**config.mk**
```make
export PLATFORM = sky130hd
export DESIGN_NAME = tx_keying_ctrl
export DESIGN_NICKNAME = d
export VERILOG_FILES = /design/src/rtl/tx_keying_ctrl.sv
export SDC_FILE = /design/constraint.sdc
export NUM_CORES = 1
export LEC_CHECK = 0
export BUFFER_PORTS_ARGS = -buffer_cell sky130_fd_sc_hd__buf_2
export CAP_MARGIN = 20
export CORE_MARGIN = 2
export CORE_UTILIZATION = 50
export CTS_CLUSTER_DIAMETER = 120
export DETAILED_ROUTE_END_ITERATION = 12
export GPL_TIMING_DRIVEN = 0
export PLACE_DENSITY = 0.79
export REMOVE_ABC_BUFFERS = 1
export SYNTH_ARGS = -nofsm -noshare
export SYNTH_HDL_FRONTEND = slang
export SYNTH_SLANG_ARGS = --single-unit
```
**constraint.sdc**
```tcl
create_clock -name clk -period 5.87 [get_ports clk]
set_clock_uncertainty 0.1 [all_clocks]
set_input_delay 0.8805 -clock clk [delete_from_list [all_inputs] [get_ports clk]]
set_output_delay 0.8805 -clock clk [all_outputs]
set_load 0.01 [all_outputs]
```
**src/rtl/tx_keying_ctrl.sv**
```systemverilog
// tx_keying_ctrl: TX mixer phase accumulator, tuning handshake and PTT amplitude-ramp keying.
module tx_keying_ctrl #(
  parameter int RAMP_LOG2 = 8
) (
  input  logic               clk,
  input  logic               rst,
  input  logic [31:0]        freq_data,
  input  logic               freq_valid,
  output logic               freq_ready,
  input  logic               phase_clr,
  input  logic               ptt,
  input  logic signed [17:0] in_i,
  input  logic signed [17:0] in_q,
  output logic [31:0]        phi,
  output logic signed [17:0] out_i,
  output logic signed [17:0] out_q,
  output logic               tx_active
);
  localparam int GW = RAMP_LOG2 + 1;
  localparam int PW = GW + 19;
  localparam logic [GW-1:0] FULL = {1'b1, {RAMP_LOG2{1'b0}}};
  localparam logic [GW-1:0] ONE = {{RAMP_LOG2{1'b0}}, 1'b1};
  typedef enum logic [1:0] {IDLE, RAMP_UP, ON, RAMP_DOWN} state_t;
  state_t state_q, state_d;
  logic [GW-1:0] g_q, g_d, g1_q, g1_d, g_up, g_dn;
  logic [31:0] freq_q, freq_d, phi_q, phi_d;
  logic signed [17:0] i1_q, i1_d, q1_q, q1_d, oi_q, oi_d, oq_q, oq_d;
  logic signed [PW-1:0] prod_i, prod_q;
  always_comb begin
    state_d = state_q;
    g_d = g_q;
    g_up = g_q + ONE;
    g_dn = g_q - ONE;
    unique case (state_q)
      IDLE: begin
        state_d = ptt ? RAMP_UP : IDLE;
        g_d = ptt ? ONE : '0;
      end
      RAMP_UP: begin
        state_d = !ptt ? (g_dn == '0 ? IDLE : RAMP_DOWN) : (g_up == FULL ? ON : RAMP_UP);
        g_d = ptt ? g_up : g_dn;
      end
      ON: begin
        state_d = ptt ? ON : RAMP_DOWN;
        g_d = ptt ? FULL : FULL - ONE;
      end
      RAMP_DOWN: begin
        state_d = ptt ? (g_up == FULL ? ON : RAMP_UP) : (g_dn == '0 ? IDLE : RAMP_DOWN);
        g_d = ptt ? g_up : g_dn;
      end
    endcase
    freq_ready = (state_q == IDLE) || (state_q == ON);
    freq_d = (freq_valid && freq_ready) ? freq_data : freq_q;
    phi_d = phase_clr ? '0 : phi_q + freq_q;
    i1_d = in_i;
    q1_d = in_q;
    g1_d = g_q;
    prod_i = PW'(i1_q) * PW'($signed({1'b0, g1_q}));
    prod_q = PW'(q1_q) * PW'($signed({1'b0, g1_q}));
    oi_d = 18'(prod_i >>> RAMP_LOG2);
    oq_d = 18'(prod_q >>> RAMP_LOG2);
  end
  always_ff @(posedge clk or negedge rst) begin
    if (!rst) begin
      state_q <= IDLE;
      g_q <= '0;
      g1_q <= '0;
      freq_q <= '0;
      phi_q <= '0;
      i1_q <= '0;
      q1_q <= '0;
      oi_q <= '0;
      oq_q <= '0;
    end else begin
      state_q <= state_d;
      g_q <= g_d;
      g1_q <= g1_d;
      freq_q <= freq_d;
      phi_q <= phi_d;
      i1_q <= i1_d;
      q1_q <= q1_d;
      oi_q <= oi_d;
      oq_q <= oq_d;
    end
  end
  assign phi = phi_q;
  assign out_i = oi_q;
  assign out_q = oq_q;
  assign tx_active = state_q != IDLE;
endmodule

```
=== Word level (Yosys, flattened, before mapping) ===
Cells that the tools add are included.

* Flip-flop bits (word level): 156

* Add/subtract/negate cells: 3
* $mul: 2
* Equality and inequality tests: 4
* Mux-type cells: 11
* Reduce and logical (&&, ||, !) cells: 6

{| class="wikitable"
|+ Operators by type and width
! kind !! number
|-
| multiplier 18 x 10 -> 26 bit || 2
|-
| adder 32 bit || 1
|-
| two-way mux 32 bit || 1
|-
| one-hot mux 9 bit (3 select lines) || 1
|-
| two-way mux 9 bit || 2
|-
| adder 9 x 1 -> 9 bit, second input constant || 1
|-
| == test 9 bit, second input constant || 1
|-
| logical NOT 9 bit || 1
|-
| subtractor 9 x 1 -> 9 bit, second input constant || 1
|-
| two-way mux 2 bit || 3
|-
| one-hot mux 2 bit (3 select lines) || 1
|-
| == test 2 bit, second input constant || 2
|-
| two-way mux 1 bit || 3
|-
| == test 2 x 1 -> 1 bit, second input constant || 1
|-
| logical NOT 2 bit || 1
|-
| nonzero test 2 bit || 1
|-
| OR reduction 2 bit || 1
|-
| logical AND 1 bit || 1
|-
| logical OR 1 bit || 1
|}

=== Longest topological paths before layout ===
Gate-level depths: netlist of the first run.

* Word-level depth: 5
* Gate-level depth with buffers: 23

=== Worst setup path after synthesis of the first run ===
Ideal clock, no wire load.

* Path kind: reg-to-reg
* Start: register g1_q[2]
* End: register oq_q[17], in the netlist out_q[17]
* Setup time: 0.125 ns
* Arrival: 5.312 ns
* Slack: 0.332 ns
* Cell stages (with the launch flop): 20
* Path buffers: 2
* Cell sequence: dfrtp_1 -> clkbuf_1 -> clkbuf_1 -> nand2_1 -> fa_1 -> inv_1 -> fa_1 -> fa_1 -> fa_1 -> fa_1 -> ha_1 -> a21o_1 -> a21o_1 -> a31oi_4 -> o211ai_2 -> a41o_1 -> o221a_4 -> o41ai_4 -> o21bai_1 -> xnor2_1

* Cells in the longest elaborated chain, start to end: 1

{| class="wikitable"
|+ RTL lines
! what !! line !! RTL
|-
| from (decl) || 25 || <nowiki>logic [GW-1:0] g_q, g_d, g1_q, g1_d, g_up, g_dn;</nowiki>
|-
| from (signal assigned) || 77 || <nowiki>g1_q <= g1_d;</nowiki>
|-
| multiplier 18 x 10 -> 26 bit || 59 || <nowiki>prod_q = PW'(q1_q) * PW'($signed({1'b0, g1_q}));</nowiki>
|-
| named net prod_q[25] || 28 || <nowiki>logic signed [PW-1:0] prod_i, prod_q;</nowiki>
|-
| to (signal assigned) || 83 || <nowiki>oq_q <= oq_d;</nowiki>
|-
| to (decl) || 27 || <nowiki>logic signed [17:0] i1_q, i1_d, q1_q, q1_d, oi_q, oi_d, oq_q, oq_d;</nowiki>
|}

The timed path passes the listed nets, and every way through them passes these cells.
A chain may end at the register's enable or synchronous reset.

=== Final worst setup path of the first run ===
* Start: register g1_q[4]
* End: register oq_q[17], in the netlist out_q[17]

The elaborated chain is that of the path after synthesis.

==> run_results.csv, run 1 <==
group,metric,value,unit
placed_design,placed_cell_area,18200,sq um
global_route,antenna_found_initial,10,
routing,dr.first_iter.drc_count,719,
final_layout,postLayoutCoreUtil,57.0,%
clocking,numCtsBuffers,17,
yosys,netlist_area,17000,sq um
yosys,netlist.area_leader.share,30.2,%
timing,setup_viol,0,
flow_run,drv_cap,0,
final_layout,layout_common_cells,"298 x inv_1, 255 x fa_1, 194 x nand2_1, 150 x and2_1, 145 x dfrtp_1",
setup_path,rr_endpoint,"out_q[17]",
yosys,synth.largest_area_cell,"fa_1",
clocking,cts.sinks,156,
setup_path,path_class,"flop to flop",
die,core,33500,sq um
clocking,path_clk_slew,0.07,ns
die,initial_core_util,50.8,%
final_layout,drive_above_1_share,14.8,%
routing,vias_per_cell,5.35,
timing,hold_violations,0,
global_route,grt_pass1_wl,64.3,mm
timing,fmax,176,MHz
routing,final_antenna_net_count,0,
yosys,syn_avg_cell_area,9.91,sq um
clocking,insertion_delay,0.45,ns
clocking,htreeDepth,4,
global_route,grt_usage,22.6,%
final_layout,syn_to_final_growth,12.4,%
setup_path,endpoint_kind,"flop",
die,die_w,189,um
placed_design,dp_hpwl,28.1,mm
routing,wl_per_cell,16.5,um
timing,fin_crit_sh,96.9,%
final_layout,nets,2310,
global_route,grt_max_degree,90,
timing,slew_viol_final,0,
die,fp.dieArea,35500,sq um
placed_design,gp_congestion,0.914,
yosys,yosys-top-cells-area,"fa_1 30%, dfrtp_1 23%, ha_1 10%",
timing,slew_headroom,37.7,%
timing,tightest_slew,0.933,ns
hold_path,hp-class,"input pin to async pin",
setup_path,required,6.10,ns
setup_path,r2r-start,"g1_q[4]",
routing,dr.pass1.iters,5,
setup_path,cp.arrival,5.92,ns
die,io_pins,143,
setup_path,rrSetupSlack,0.18,ns
global_route,grt_overflow,0,
clocking,clockBufferDepth,2,
routing,totalWireLength,38.1,mm
final_layout,final_cell_area,19100,sq um
placed_design,io_buffers,142,
final_layout,final_common_cell,"inv_1",
yosys,ys_async_sr_fraction,100,%
run_status,outcome,"completed",
clocking,cts_tree,"done",
yosys,ys_seq_area_share,22.9,%
yosys,synthCells,1718,
yosys,synth_edf_count,0,
setup_path,r2r_cells,17,
setup_path,worstSetupStartpointType,"flop",
die,die_y,189,um
yosys,ys_warn_count,0,
yosys,synth-seq-cells,156,
routing,drc,0,
yosys,ys_types,63,
timing,setup_tns,0,ns
routing,num_vias,12300,
final_layout,nFillCells,2785,
die,num_rows,67,
yosys,synth_flop_cell,"dfrtp_1",
global_route,grt_pass1_vias,13600,
clocking,ctsHoldBuffers,0,
clocking,cts-root-buf,"clkbuf_16",
timing,period_minus_slack,5.69,ns
setup_path,crit_fanout,11,
==> per-layer routing <==
| layer | GRT usage, % | share of wire [%] | vias up |
|---|---|---|---|
| met3 | 6.03 | 7.7 | 103 |
| met4 | 8.20 | 3.0 | 8 |
| li1 | - | - | 5580 |
| met2 | 39.8 | 51 | 403 |
| met5 | 0 | 0.14 | - |
| met1 | 26.6 | 38 | 6228 |
==> registers in the layout (all words and copies together) (netlist names), named ones only <==
signal / cells
g1_q: 9
state_q: 1
q1_q: 18
phi: 32
freq_q: 32
out_i: 18
out_q: 18
i1_q: 18
g1_d: 9
==> area by class of cell <==
class / instances / area [sq um] / area share [%]
timing repair buffer: 173 / 1120 / 5.87
antenna: 7 / 17.5 / 0.0916
tap: 448 / 561 / 2.93
multi-input combinational: 1192 / 11800 / 61.6
clock inverter: 13 / 179 / 0.935
inverter: 298 / 1120 / 5.85
clock buffer: 18 / 429 / 2.24
sequential: 156 / 3930 / 20.5
==> Yosys cell counts, drive strengths merged (3+ instances only) <==
| master | n |
|---|---|
| nand4 | 10 |
| a211o | 3 |
| nand2 | 195 |
| o22ai | 5 |
| a211oi | 9 |
| and3 | 6 |
| ha | 142 |
| nor4 | 3 |
| and4 | 3 |
| o211ai | 4 |
| nor2 | 72 |
| a21oi | 50 |
| a21boi | 3 |
| o21a | 19 |
| nor2b | 14 |
| o21ai | 27 |
| nand3 | 11 |
| nand2b | 8 |
| inv | 298 |
| a31oi | 5 |
| mux2 | 32 |
| dfrtp | 156 |
| and2 | 150 |
| buf | 13 |
| clkbuf | 59 |
| o41ai | 4 |
| o21bai | 3 |
| a21o | 27 |
| xor2 | 30 |
| fa | 257 |
| xnor2 | 51 |
| a2111oi | 3 |
| or2 | 3 |
| nor3 | 20 |
==> what timing repair did <==
| action | 4_1_cts | 5_1_grt |
|---|---|---|
| pin swaps | 0 | 14 |
| cloned | 0 | 1 |
| setup buffers | 0 | 21 |
| hold endpoints to repair | 0 | 0 |
| gates resized for setup | 7 | 17 |
| endpoints found under the setup margin | 11 | 11 |
==> worst max-delay path, cell delays in order, from the launching register on <==
cell      delay, ns
dfrtp_4        0.53
buf_16         0.17
and2_1         0.15
fa_1           0.55
fa_1           0.43
fa_1           0.57
fa_1           0.47
fa_1           0.58
ha_4           0.22
a21o_1         0.16
a21o_1         0.19
a31oi_4        0.16
o211ai_2       0.13
a41o_1         0.30
o221a_4        0.26
o41ai_4        0.33
o21bai_1       0.14
xnor2_1        0.13
==> worst max path at each step <==
| stage | cells past startpoint | endpoint | from |
|---|---|---|---|
| finish | 17 | out_q[17] | g1_q[4] |
| global route | 17 | out_q[17] | g1_q[4] |
| CTS | 17 | out_q[17] | g1_q[5] |
| detailed placement | 18 | out_q[17] | g1_q[2] |
| global placement | 17 | out_q[17] | g1_q[1] |
| floorplan | 17 | out_q[17] | g1_q[1] |
==> stage by stage <==
step,hold slack (ns),setup WS (ns),cells
floorplan,0.309,0.222,1646
global placement,0.344,-0.575,2236
detailed placement,0.335,-0.297,2244
CTS,0.336,0.00372,2275
global route,0.363,-0.0372,2300
finish,0.322,0.180,2305
==> cell families (layout without fill, tap and decap cells) <==
| logic type | after synthesis | after routing | synth area share (%) |
|---|---|---|---|
| buffers and inverters | 370 | 502 | 8.17 |
| DFF | 156 | 156 | 22.9 |
| and+or+nand+nor | 505 | 505 | 14.6 |
| muxes | 34 | 34 | 2.23 |
| AOI/OAI and AO/OA | 173 | 173 | 7.28 |
| adders and majority gates | 399 | 399 | 40.7 |
| xor gates and xnor gates | 81 | 81 | 4.17 |
| other | 0 | 7 | 0 |
Power of run 1 is not shown: default switching activity piles up to over one toggle a cycle in this logic, so the estimate is an artifact.
==> inputs of run 2 (changes only) <==
MAX_ROUTING_LAYER = met4   (was default)
==> run_results.csv, run 2 (same netlist as run 1, synthesis figures left out) <==
group,metric,value,unit
run_status,outcome,"completed",
die,fp.dieArea,35500,sq um
timing,fin_crit_sh,97.3,%
die,core,33500,sq um
routing,wl_per_cell,16.6,um
global_route,grt_max_degree,92,
final_layout,postLayoutCoreUtil,56.9,%
placed_design,placed_cell_area,18200,sq um
die,io_pins,143,
setup_path,cp.arrival,5.94,ns
routing,drc,0,
clocking,numCtsBuffers,17,
global_route,antenna_found_initial,9,
final_layout,ff_latch_area,3930,sq um
final_layout,nets,2306,
final_layout,layout_common_cells,"298 x inv_1, 256 x fa_1, 195 x nand2_1, 150 x and2_1, 145 x dfrtp_1",
die,num_rows,67,
routing,dr.first_iter.drc_count,745,
flow_run,drv_cap,0,
setup_path,endpoint_kind,"flop",
final_layout,multi_input_area,11800,sq um
timing,period_minus_slack,5.71,ns
timing,setup_viol,0,
setup_path,path_class,"flop to flop",
placed_design,io_buffers,142,
final_layout,final_cell_area,19100,sq um
final_layout,nFillCells,2813,
die,die_w,189,um
global_route,grt_pass1_wl,65.1,mm
placed_design,gp_congestion,0.931,
placed_design,dp_hpwl,28.7,mm
final_layout,final_common_cell,"inv_1",
timing,slew_viol_final,0,
routing,dr.pass1.iters,5,
placed_design,place_inst,2244,
final_layout,syn_to_final_growth,12.1,%
clocking,cts.sinks,156,
routing,vias_per_cell,5.38,
clocking,htreeDepth,4,
hold_path,hp-class,"input pin to async pin",
die,initial_core_util,50.8,%
final_layout,instances_no_fill,2306,
routing,final_antenna_net_count,0,
die,die_y,189,um
setup_path,crit_fanout,21,
routing,num_vias,12400,
routing,totalWireLength,38.3,mm
final_layout,drive_above_1_share,14.5,%
timing,hold_violations,0,
global_route,grt_usage,23.5,%
timing,fmax,175,MHz
clocking,cts-root-buf,"clkbuf_16",
setup_path,worstSetupStartpointType,"flop",
timing,tightest_slew,0.941,ns
timing,slew_headroom,37.1,%
clocking,clockBufferDepth,2,
clocking,path_clk_slew,0.07,ns
setup_path,required,6.09,ns
global_route,grt_overflow,0,
clocking,cts_tree,"done",
clocking,insertion_delay,0.45,ns
global_route,grt_pass1_vias,13800,
run 2: final timing paths:
| check | start | endpoint | slack, ns | cells past startpoint |
|---|---|---|---|---|
| max in group asynchronous | rst | g1_q[3] | 4.42 | 2 |
| min in group clk | g1_d[8] | g1_q[8] | 0.35 | 0 |
| hold / removal | rst | out_q[2] | 0.32 | 1 |
| setup reg to reg | g1_q[4] | out_q[17] | 0.16 | 17 |
| setup / recovery | g1_q[4] | out_q[17] | 0.16 | 17 |
| hold reg to reg | g1_d[8] | g1_q[8] | 0.35 | 0 |
run 2: what timing repair did:
item	in CTS	in global routing
endpoints found under the setup margin	9	11
gates resized for setup	9	10
setup buffers	0	19
hold buffers	0	0
pin swaps	0	10
run 2: worst max-delay path, cell delays in order (launching register included):
cell and delay (ns):
dfrtp_4 0.53, buf_16 0.18, and2_1 0.16, fa_1 0.50, fa_1 0.51, fa_2 0.55, fa_1 0.44, fa_1 0.55
ha_4 0.22, a21o_1 0.15, a21o_1 0.19, a31oi_4 0.21, o211ai_2 0.12, a41o_1 0.30, o221a_4 0.28, o41ai_4 0.31
o21bai_1 0.13, xnor2_1 0.14
run 2: layout make-up:
type	instances	area share, %
Inverter	298	5.86
Multi-Input combinational cell	1192	61.7
Sequential cell	156	20.6
Clock buffer	17	2.23
Clock inverter	14	0.911
Timing Repair Buffer	169	5.66
Tap cell	448	2.94
Antenna cell	12	0.157
run 2: metal layers:
layer,vias to the layer above,global-route usage (%),wire (um)
li1,5582,-,-
met1,6305,27.2,14700
met2,440,40.7,19800
met3,83,5.27,2850
met4,0,7.54,1030
met5,-,-,0
run 2: stage by stage:
step / TNS (ns) / hold slack, ns / setup WS [ns]
6_report: 0 / 0.319 / 0.156
5_1_grt: -0.0376 / 0.370 / -0.0376
4_1_cts: 0 / 0.339 / 0.0219
3_5_place_dp: -0.967 / 0.334 / -0.282
3_3_place_gp: -4.47 / 0.344 / -0.572
2_1_floorplan: 0 / 0.309 / 0.222
Power of run 2 is left out for the same reason.
